--- src/rtl/dmem_arbiter_if.sv ---
// Bus bundle for dmem_arbiter: CPU and DMA request/response channels plus the memory-array side.
// The err signal exists only when DMEM_ARB_RANGE_CHECK_EN is defined.
interface dmem_arbiter_if #(
  parameter int WORD_COUNT = 64
);
  localparam int AW = $clog2(WORD_COUNT);

  logic          cpu_req;
  logic          cpu_we;
  logic [31:0]   cpu_addr;
  logic [31:0]   cpu_wdata;
  logic [31:0]   cpu_rdata;
  logic          cpu_ready;

  logic          dma_req;
  logic          dma_we;
  logic [31:0]   dma_addr;
  logic [31:0]   dma_wdata;
  logic [31:0]   dma_rdata;
  logic          dma_ack;

  logic [AW-1:0] mem_addr;
  logic [31:0]   mem_wdata;
  logic          mem_we;
  logic          mem_re;
  logic [31:0]   mem_rdata;

`ifdef DMEM_ARB_RANGE_CHECK_EN
  logic          err;

  modport slave (
    input  cpu_req, cpu_we, cpu_addr, cpu_wdata,
    input  dma_req, dma_we, dma_addr, dma_wdata,
    input  mem_rdata,
    output cpu_rdata, cpu_ready, dma_rdata, dma_ack,
    output mem_addr, mem_wdata, mem_we, mem_re, err
  );

  modport master (
    output cpu_req, cpu_we, cpu_addr, cpu_wdata,
    output dma_req, dma_we, dma_addr, dma_wdata,
    output mem_rdata,
    input  cpu_rdata, cpu_ready, dma_rdata, dma_ack,
    input  mem_addr, mem_wdata, mem_we, mem_re, err
  );
`else
  modport slave (
    input  cpu_req, cpu_we, cpu_addr, cpu_wdata,
    input  dma_req, dma_we, dma_addr, dma_wdata,
    input  mem_rdata,
    output cpu_rdata, cpu_ready, dma_rdata, dma_ack,
    output mem_addr, mem_wdata, mem_we, mem_re
  );

  modport master (
    output cpu_req, cpu_we, cpu_addr, cpu_wdata,
    output dma_req, dma_we, dma_addr, dma_wdata,
    output mem_rdata,
    input  cpu_rdata, cpu_ready, dma_rdata, dma_ack,
    input  mem_addr, mem_wdata, mem_we, mem_re
  );
`endif
endinterface

--- src/rtl/dmem_arbiter.sv ---
// Round-robin CPU/DMA arbiter for one data-memory port with fixed wait states.
// Optional macro DMEM_ARB_RANGE_CHECK_EN: out-of-window accesses skip memory and return err.

// Per-requester response: read-data holding register and one-cycle ready pulse.
module dmem_arbiter_lane (
  input  logic        clk,
  input  logic        rst,
  input  logic        fire,
  input  logic        load,
  input  logic [31:0] din,
  output logic [31:0] rdata,
  output logic        ready
);
  always_ff @(posedge clk) begin
    if (!rst) begin
      rdata <= '0;
      ready <= 1'b0;
    end else begin
      ready <= fire;
      if (load) rdata <= din;
    end
  end
endmodule

module dmem_arbiter #(
  parameter logic [31:0] BASE_ADDR   = 32'd1024,
  parameter int          WORD_COUNT  = 64,
  parameter int          WAIT_CYCLES = 2
) (
  input logic           clk,
  input logic           rst,
  dmem_arbiter_if.slave bus
);
  localparam int          NUM_REQ = 2;   // lane 0 = CPU, lane 1 = DMA
  localparam int          AW      = $clog2(WORD_COUNT);
  localparam logic [31:0] SPAN    = 32'(4 * WORD_COUNT);

  typedef enum logic [1:0] {IDLE, ACCESS, DONE} state_t;

  typedef struct packed {
    logic        we;
    logic [31:0] addr;
    logic [31:0] wdata;
  } req_t;

  state_t                       state;
  logic [3:0]                   cnt;
  logic                         last;
  logic                         win;
  logic                         we_q;
  logic                         pend;
  logic [AW-1:0]                mem_addr;
  logic [31:0]                  mem_wdata;
  logic                         mem_we;
  logic                         mem_re;

  logic [NUM_REQ-1:0]           req;
  req_t [NUM_REQ-1:0]           cand;
  req_t                         sel;
  logic                         gnt;
  logic [31:0]                  off;
  logic                         unused_bits;

  logic [NUM_REQ-1:0]           fire;
  logic [NUM_REQ-1:0]           load;
  logic [NUM_REQ-1:0][31:0]     rdata;
  logic [NUM_REQ-1:0]           ready;
  logic [31:0]                  din;

  assign req     = {bus.dma_req, bus.cpu_req};
  assign cand[0] = {bus.cpu_we, bus.cpu_addr, bus.cpu_wdata};
  assign cand[1] = {bus.dma_we, bus.dma_addr, bus.dma_wdata};

  // On a tie the requester that did not win last time goes next.
  assign gnt = (&req) ? ~last : req[1];
  assign sel = cand[gnt];

  // Unsigned wrap makes addresses below the base land far above SPAN.
  assign off         = sel.addr - BASE_ADDR;
  assign unused_bits = ^{off[31:AW+2], off[1:0]};

`ifdef DMEM_ARB_RANGE_CHECK_EN
  logic oor;
  logic err_q;

  assign oor = (off >= SPAN);

  always_ff @(posedge clk) begin
    if (!rst) err_q <= 1'b0;
    else      err_q <= (state == DONE) && pend;
  end

  assign bus.err = err_q;
`endif

  always_ff @(posedge clk) begin
    if (!rst) begin
      state     <= IDLE;
      cnt       <= '0;
      last      <= 1'b1;
      win       <= 1'b0;
      we_q      <= 1'b0;
      pend      <= 1'b0;
      mem_addr  <= '0;
      mem_wdata <= '0;
      mem_we    <= 1'b0;
      mem_re    <= 1'b0;
    end else begin
      case (state)
        IDLE: begin
          if (|req) begin
            win       <= gnt;
            last      <= gnt;
            we_q      <= sel.we;
            cnt       <= 4'(WAIT_CYCLES);
            mem_addr  <= off[AW+1:2];
            mem_wdata <= sel.wdata;
`ifdef DMEM_ARB_RANGE_CHECK_EN
            if (oor) begin
              state <= DONE;
              pend  <= 1'b1;
            end else
`endif
            begin
              state  <= ACCESS;
              mem_we <= sel.we;
              mem_re <= ~sel.we;
            end
          end
        end
        ACCESS: begin
          if (cnt == '0) begin
            state  <= DONE;
            mem_we <= 1'b0;
            mem_re <= 1'b0;
          end else begin
            cnt <= cnt - 4'd1;
          end
        end
        DONE: begin
          // A skipped access spends one quiet DONE cycle before its pulse.
          if (pend) pend  <= 1'b0;
          else      state <= IDLE;
        end
        default: state <= IDLE;
      endcase
    end
  end

  // Completion is decided one cycle early so ready/rdata are registered.
  always_comb begin
    fire = '0;
    load = '0;
    if ((state == ACCESS && cnt == '0) || (state == DONE && pend)) begin
      fire[win] = 1'b1;
      load[win] = pend | ~we_q;
    end
  end

  assign din = pend ? 32'h0 : bus.mem_rdata;

  for (genvar i = 0; i < NUM_REQ; i++) begin : g_lane
    dmem_arbiter_lane u_lane (
      .clk   (clk),
      .rst   (rst),
      .fire  (fire[i]),
      .load  (load[i]),
      .din   (din),
      .rdata (rdata[i]),
      .ready (ready[i])
    );
  end

  assign bus.cpu_rdata = rdata[0];
  assign bus.cpu_ready = ready[0];
  assign bus.dma_rdata = rdata[1];
  assign bus.dma_ack   = ready[1];
  assign bus.mem_addr  = mem_addr;
  assign bus.mem_wdata = mem_wdata;
  assign bus.mem_we    = mem_we;
  assign bus.mem_re    = mem_re;
endmodule

--- src/flat_wrapper.sv ---
// flat-port wrapper written by rule: the top's interface ports become plain ports
module dmem_arbiter_flat 
#(
  parameter logic [31:0] BASE_ADDR   = 32'd1024,
  parameter int          WORD_COUNT  = 64,
  parameter int          WAIT_CYCLES = 2
)
  (clk, rst, bus_cpu_req, bus_cpu_we, bus_cpu_addr, bus_cpu_wdata, bus_dma_req, bus_dma_we, bus_dma_addr, bus_dma_wdata, bus_mem_rdata, bus_cpu_rdata, bus_cpu_ready, bus_dma_rdata, bus_dma_ack, bus_mem_addr, bus_mem_wdata, bus_mem_we, bus_mem_re);
  dmem_arbiter_if #(.WORD_COUNT(WORD_COUNT)) bus_i ();
  input logic clk;
  input logic rst;
  input wire logic [$bits(bus_i.cpu_req)-1:0] bus_cpu_req;
  input wire logic [$bits(bus_i.cpu_we)-1:0] bus_cpu_we;
  input wire logic [$bits(bus_i.cpu_addr)-1:0] bus_cpu_addr;
  input wire logic [$bits(bus_i.cpu_wdata)-1:0] bus_cpu_wdata;
  input wire logic [$bits(bus_i.dma_req)-1:0] bus_dma_req;
  input wire logic [$bits(bus_i.dma_we)-1:0] bus_dma_we;
  input wire logic [$bits(bus_i.dma_addr)-1:0] bus_dma_addr;
  input wire logic [$bits(bus_i.dma_wdata)-1:0] bus_dma_wdata;
  input wire logic [$bits(bus_i.mem_rdata)-1:0] bus_mem_rdata;
  output wire logic [$bits(bus_i.cpu_rdata)-1:0] bus_cpu_rdata;
  output wire logic [$bits(bus_i.cpu_ready)-1:0] bus_cpu_ready;
  output wire logic [$bits(bus_i.dma_rdata)-1:0] bus_dma_rdata;
  output wire logic [$bits(bus_i.dma_ack)-1:0] bus_dma_ack;
  output wire logic [$bits(bus_i.mem_addr)-1:0] bus_mem_addr;
  output wire logic [$bits(bus_i.mem_wdata)-1:0] bus_mem_wdata;
  output wire logic [$bits(bus_i.mem_we)-1:0] bus_mem_we;
  output wire logic [$bits(bus_i.mem_re)-1:0] bus_mem_re;
  assign bus_i.cpu_req = bus_cpu_req;
  assign bus_i.cpu_we = bus_cpu_we;
  assign bus_i.cpu_addr = bus_cpu_addr;
  assign bus_i.cpu_wdata = bus_cpu_wdata;
  assign bus_i.dma_req = bus_dma_req;
  assign bus_i.dma_we = bus_dma_we;
  assign bus_i.dma_addr = bus_dma_addr;
  assign bus_i.dma_wdata = bus_dma_wdata;
  assign bus_i.mem_rdata = bus_mem_rdata;
  assign bus_cpu_rdata = bus_i.cpu_rdata;
  assign bus_cpu_ready = bus_i.cpu_ready;
  assign bus_dma_rdata = bus_i.dma_rdata;
  assign bus_dma_ack = bus_i.dma_ack;
  assign bus_mem_addr = bus_i.mem_addr;
  assign bus_mem_wdata = bus_i.mem_wdata;
  assign bus_mem_we = bus_i.mem_we;
  assign bus_mem_re = bus_i.mem_re;
  dmem_arbiter #(.BASE_ADDR(BASE_ADDR), .WORD_COUNT(WORD_COUNT), .WAIT_CYCLES(WAIT_CYCLES)) u_core (.clk(clk), .rst(rst), .bus(bus_i));
endmodule
--- config.mk ---
export PLATFORM = sky130hd
export DESIGN_NAME = dmem_arbiter_flat
export DESIGN_NICKNAME = d
export VERILOG_FILES = /design/src/rtl/dmem_arbiter_if.sv /design/src/rtl/dmem_arbiter.sv /design/src/flat_wrapper.sv
export SDC_FILE = /design/constraint.sdc
export NUM_CORES = 1
export LEC_CHECK = 0
export ABC_AREA = 1
export CAP_MARGIN = 20
export CORE_ASPECT_RATIO = 1.5
export CORE_MARGIN = 1
export CORE_UTILIZATION = 30
export CTS_CLUSTER_SIZE = 40
export DETAILED_ROUTE_END_ITERATION = 8
export HOLD_SLACK_MARGIN = 0.03
export SETUP_SLACK_MARGIN = 0.15
export SKIP_CTS_REPAIR_TIMING = 1
export SYNTH_ARGS = -nofsm -noshare
export SYNTH_HDL_FRONTEND = slang
export SYNTH_SLANG_ARGS = --single-unit
--- constraint.sdc ---
create_clock -name clk -period 1.8 [get_ports clk]
set_clock_uncertainty 0.1 [all_clocks]
set_input_delay 0.54 -clock clk [delete_from_list [all_inputs] [get_ports clk]]
set_output_delay 0.54 -clock clk [all_outputs]
set_load 0.02 [all_outputs]
==> results_dict.tcl <==
set metrics [dict create \
    antenna_found_initial 0 \
    die_w_microns 107 \
    worstPathArrival_ns 0.99 \
    clock.fmax_mhz 615 \
    wirelength_microns 17400 \
    ys_warn_count 0 \
    maxSlewViolCount 0 \
    tritoncts "yes" \
    cap_viol_max_count 0 \
    cpMaxStageDelayCell "dfxtp_1" \
    worst-r2r-cell-count 9 \
    worstPathCellList "dlymetal6s2s_1" \
    via_count 5303 \
    start_util_pct 30.7 \
    drtIter0Drc 172 \
    rrSetupSlack_ns 0.21 \
    clock_sinks 115 \
    post-route-drc-count 0 \
    worst_pin_slew_ns 0.387 \
    drive_above_1_share_pct 18.0 \
    worst_setup_path_start_kind "flip-flop" \
    cts_made_buffers 17 \
    p_leak_nw 4.18 \
    min_to "u_core.cnt[0]$_SDFFE_PN0P_" \
    rsz0062_at_grt "true" \
    hold_class "flip-flop to flip-flop" \
    required_ns 1.16 \
    path_buf_inv 1 \
    dpl_worst_slack_ns -0.206 \
    place_inst 1096 \
    end_kind "output pin" \
    htree_levels 4 \
    grt_use_total_pct 19.2 \
    dieArea_sq_um 17100 \
    outcome "finished clean" \
    drtAntennaViolNets 0 \
    slew_headroom_pct 74.2 \
    path_max_fanout 2 \
    crit_family "flip-flops" \
    rows 57 \
    synthToLayoutAreaGrowth_pct 65.5 \
    final_area_sq_um 8220 \
    layout_common_cells "nand2_1 (234), dfxtp_1 (115), clkdlybuf4s50_1 (111)" \
    cts-root-buf "clkbuf_16" \
    ys_ff_latch 115 \
    worstSetupPathType "flip-flop to output pin" \
    avgViaCountPerCell 4.62 \
    n_antenna_cell 0 \
    insertion_delay_ns 0.40 \
    utilization_pct 50.8 \
    numPortBuffers 219 \
    syn-num-nets 863 \
    nets 1096 \
    fin_crit_ns 1.63 \
    ys_types 23 \
    synth_seq_area_share_pct 46.4 \
    vdd_drop_max_v 0.000464 \
    power_density_nw_per_um2 1070 \
    synthesis.area_sq_um 4970 \
    first_global_vias 5041 \
    place_area_sq_um 7500 \
    wl_per_cell_microns 15.1 \
    clk_pin_slew_ns 0.06 \
    syn_inst 695 \
    die_y_microns 160 \
    slowest_delay_ns 0.34 \
    grt_max_degree 40 \
    hold_violations 0 \
    core_region_area_sq_um 16200 \
    final_common_cell "nand2_1" \
    gp_congestion 0.767 \
    r2r-start "u_core.cnt[0]$_SDFFE_PN0P_" \
    regToRegEndpoint "u_core.g_lane[1].u_lane.rdata[13]$_SDFFE_PN0P_" \
    setup_viol 0 \
    grt_pass1_wl_microns 25700 \
    hp-start "u_core.cnt[0]$_SDFFE_PN0P_" \
    pin_count 272 \
    gr-total-overflow 0 \
    fin_ws_ns 0.174 \
    dp_hpwl_microns 11300 \
    avgSynthCellArea_sq_um 7.15 \
    cts_buffer_depth 2 \
    period_share_pct 90.3 \
    fin_cells 1147 \
    worst_hold_path.num_cells 1 \
    drt_first_pass_iters 5 \
]
[synthesized netlist by cell type]
library cell / n / area [sq um]
nor2_1: 76 / 285
clkinv_1: 1 / 3.75
o21ai_2: 1 / 8.76
nor2_8: 1 / 20.0
nand3_1: 48 / 240
nand3b_1: 32 / 240
nand4_1: 32 / 200
inv_2: 5 / 18.8
nor2_2: 1 / 6.26
buf_2: 29 / 145
clkbuf_1: 15 / 56.3
buf_6: 4 / 45.0
a21oi_1: 77 / 385
inv_1: 8 / 30.0
nor3_1: 2 / 10.0
buf_1: 5 / 18.8
dfxtp_1: 115 / 2300
buf_4: 1 / 7.51
o21ai_0: 1 / 5.00
nand2_4: 1 / 11.3
nand2_1: 237 / 890
ha_1: 2 / 25.0
nor2_4: 1 / 11.3
[report_power, final]
group	leakage [nW]	internal, mW	switching (mW)
clock network	0.285	2.25	1.22
logic	2.96	1.09	1.36
registers	0.937	2.78	0.127
total	4.18	6.12	2.70
[final cells by class]
class                           count  area (sq um)
Inverter                           14          52.6
Timing Repair Buffer              268          2600
Multi-Input combinational cell    512          2400
Sequential cell                   115          2300
Tap cell                          206           258
Fill cell                        1669          7970
Clock buffer                       20           457
Clock inverter                     12           155
[sequential cells by signal, summed over array words and instances, names as in the netlist]
| signal | count |
|---|---|
| u_core.win | 1 |
| u_core.bus.mem_addr | 6 |
| u_core.g_lane.u_lane.rdata | 64 |
| u_core.bus.mem_we | 1 |
| u_core.state | 2 |
| u_core.bus.mem_re | 1 |
| u_core.bus.mem_wdata | 32 |
| u_core.last | 1 |
| u_core.cnt | 4 |
| u_core.we_q | 1 |
| u_core.g_lane.u_lane.ready | 2 |
[worst register-to-register path, cell delays in order (launching register included)]
cell       delay, ns
dfxtp_1         0.31
inv_2           0.09
ha_4            0.14
nand2_2         0.07
nor2_4          0.18
nand2_4         0.10
nor2_8          0.20
clkbuf_16       0.20
nor2_1          0.04
nor2_1          0.09
[kinds of logic (layout without fill, tap and decap cells)]
kind of cell | count (synthesis) | in the layout | synth area share (%)
AND/OR/NAND/NOR | 431 | 431 | 38.5
flip-flops | 115 | 115 | 46.4
adder cells (fa/ha/maj) | 2 | 2 | 0.504
AO/OA/AOI/OAI | 79 | 79 | 8.04
buffers and inverters | 68 | 314 | 6.55
[stage by stage]
stage / setup TNS [ns] / hold WS, ns / power [mW]
global placement: -6.84 / 0.312 / 5.26
floorplan: 0 / 0.303 / 4.17
global route: 0 / 0.372 / 9.28
CTS: -22.33 / 0.337 / 8.77
detailed placement: -7.73 / 0.329 / 5.26
finish: 0 / 0.352 / 8.82
[how the worst max path moves through the flow]
stage	slack (ns)	to	depth (start not counted)	startpoint
after floorplan	0.29	u_core.bus.mem_wdata[25]$_SDFFE_PN0P_	5	rst
after global placement	-0.18	u_core.bus.mem_wdata[2]$_SDFFE_PN0P_	8	bus_cpu_req
after detailed placement	-0.21	u_core.bus.mem_wdata[30]$_SDFFE_PN0P_	8	bus_cpu_req
after CTS	-0.25	bus_dma_rdata[9]	1	u_core.g_lane[1].u_lane.rdata[9]$_SDFFE_PN0P_
after global routing	0.11	bus_mem_wdata[15]	1	u_core.bus.mem_wdata[15]$_SDFFE_PN0P_
final	0.17	bus_mem_wdata[15]	1	u_core.bus.mem_wdata[15]$_SDFFE_PN0P_
[per-layer routing]
layer | part of all wire (%) | up-vias | track usage [%]
li1 | - | 2743 | -
met1 | 38 | 2366 | 19.7
met2 | 55 | 169 | 36.1
met3 | 4.8 | 25 | 4.87
met4 | 2.5 | 0 | 7.72
met5 | 0 | - | 0
Note: power is estimated with default switching activity, not from simulation.
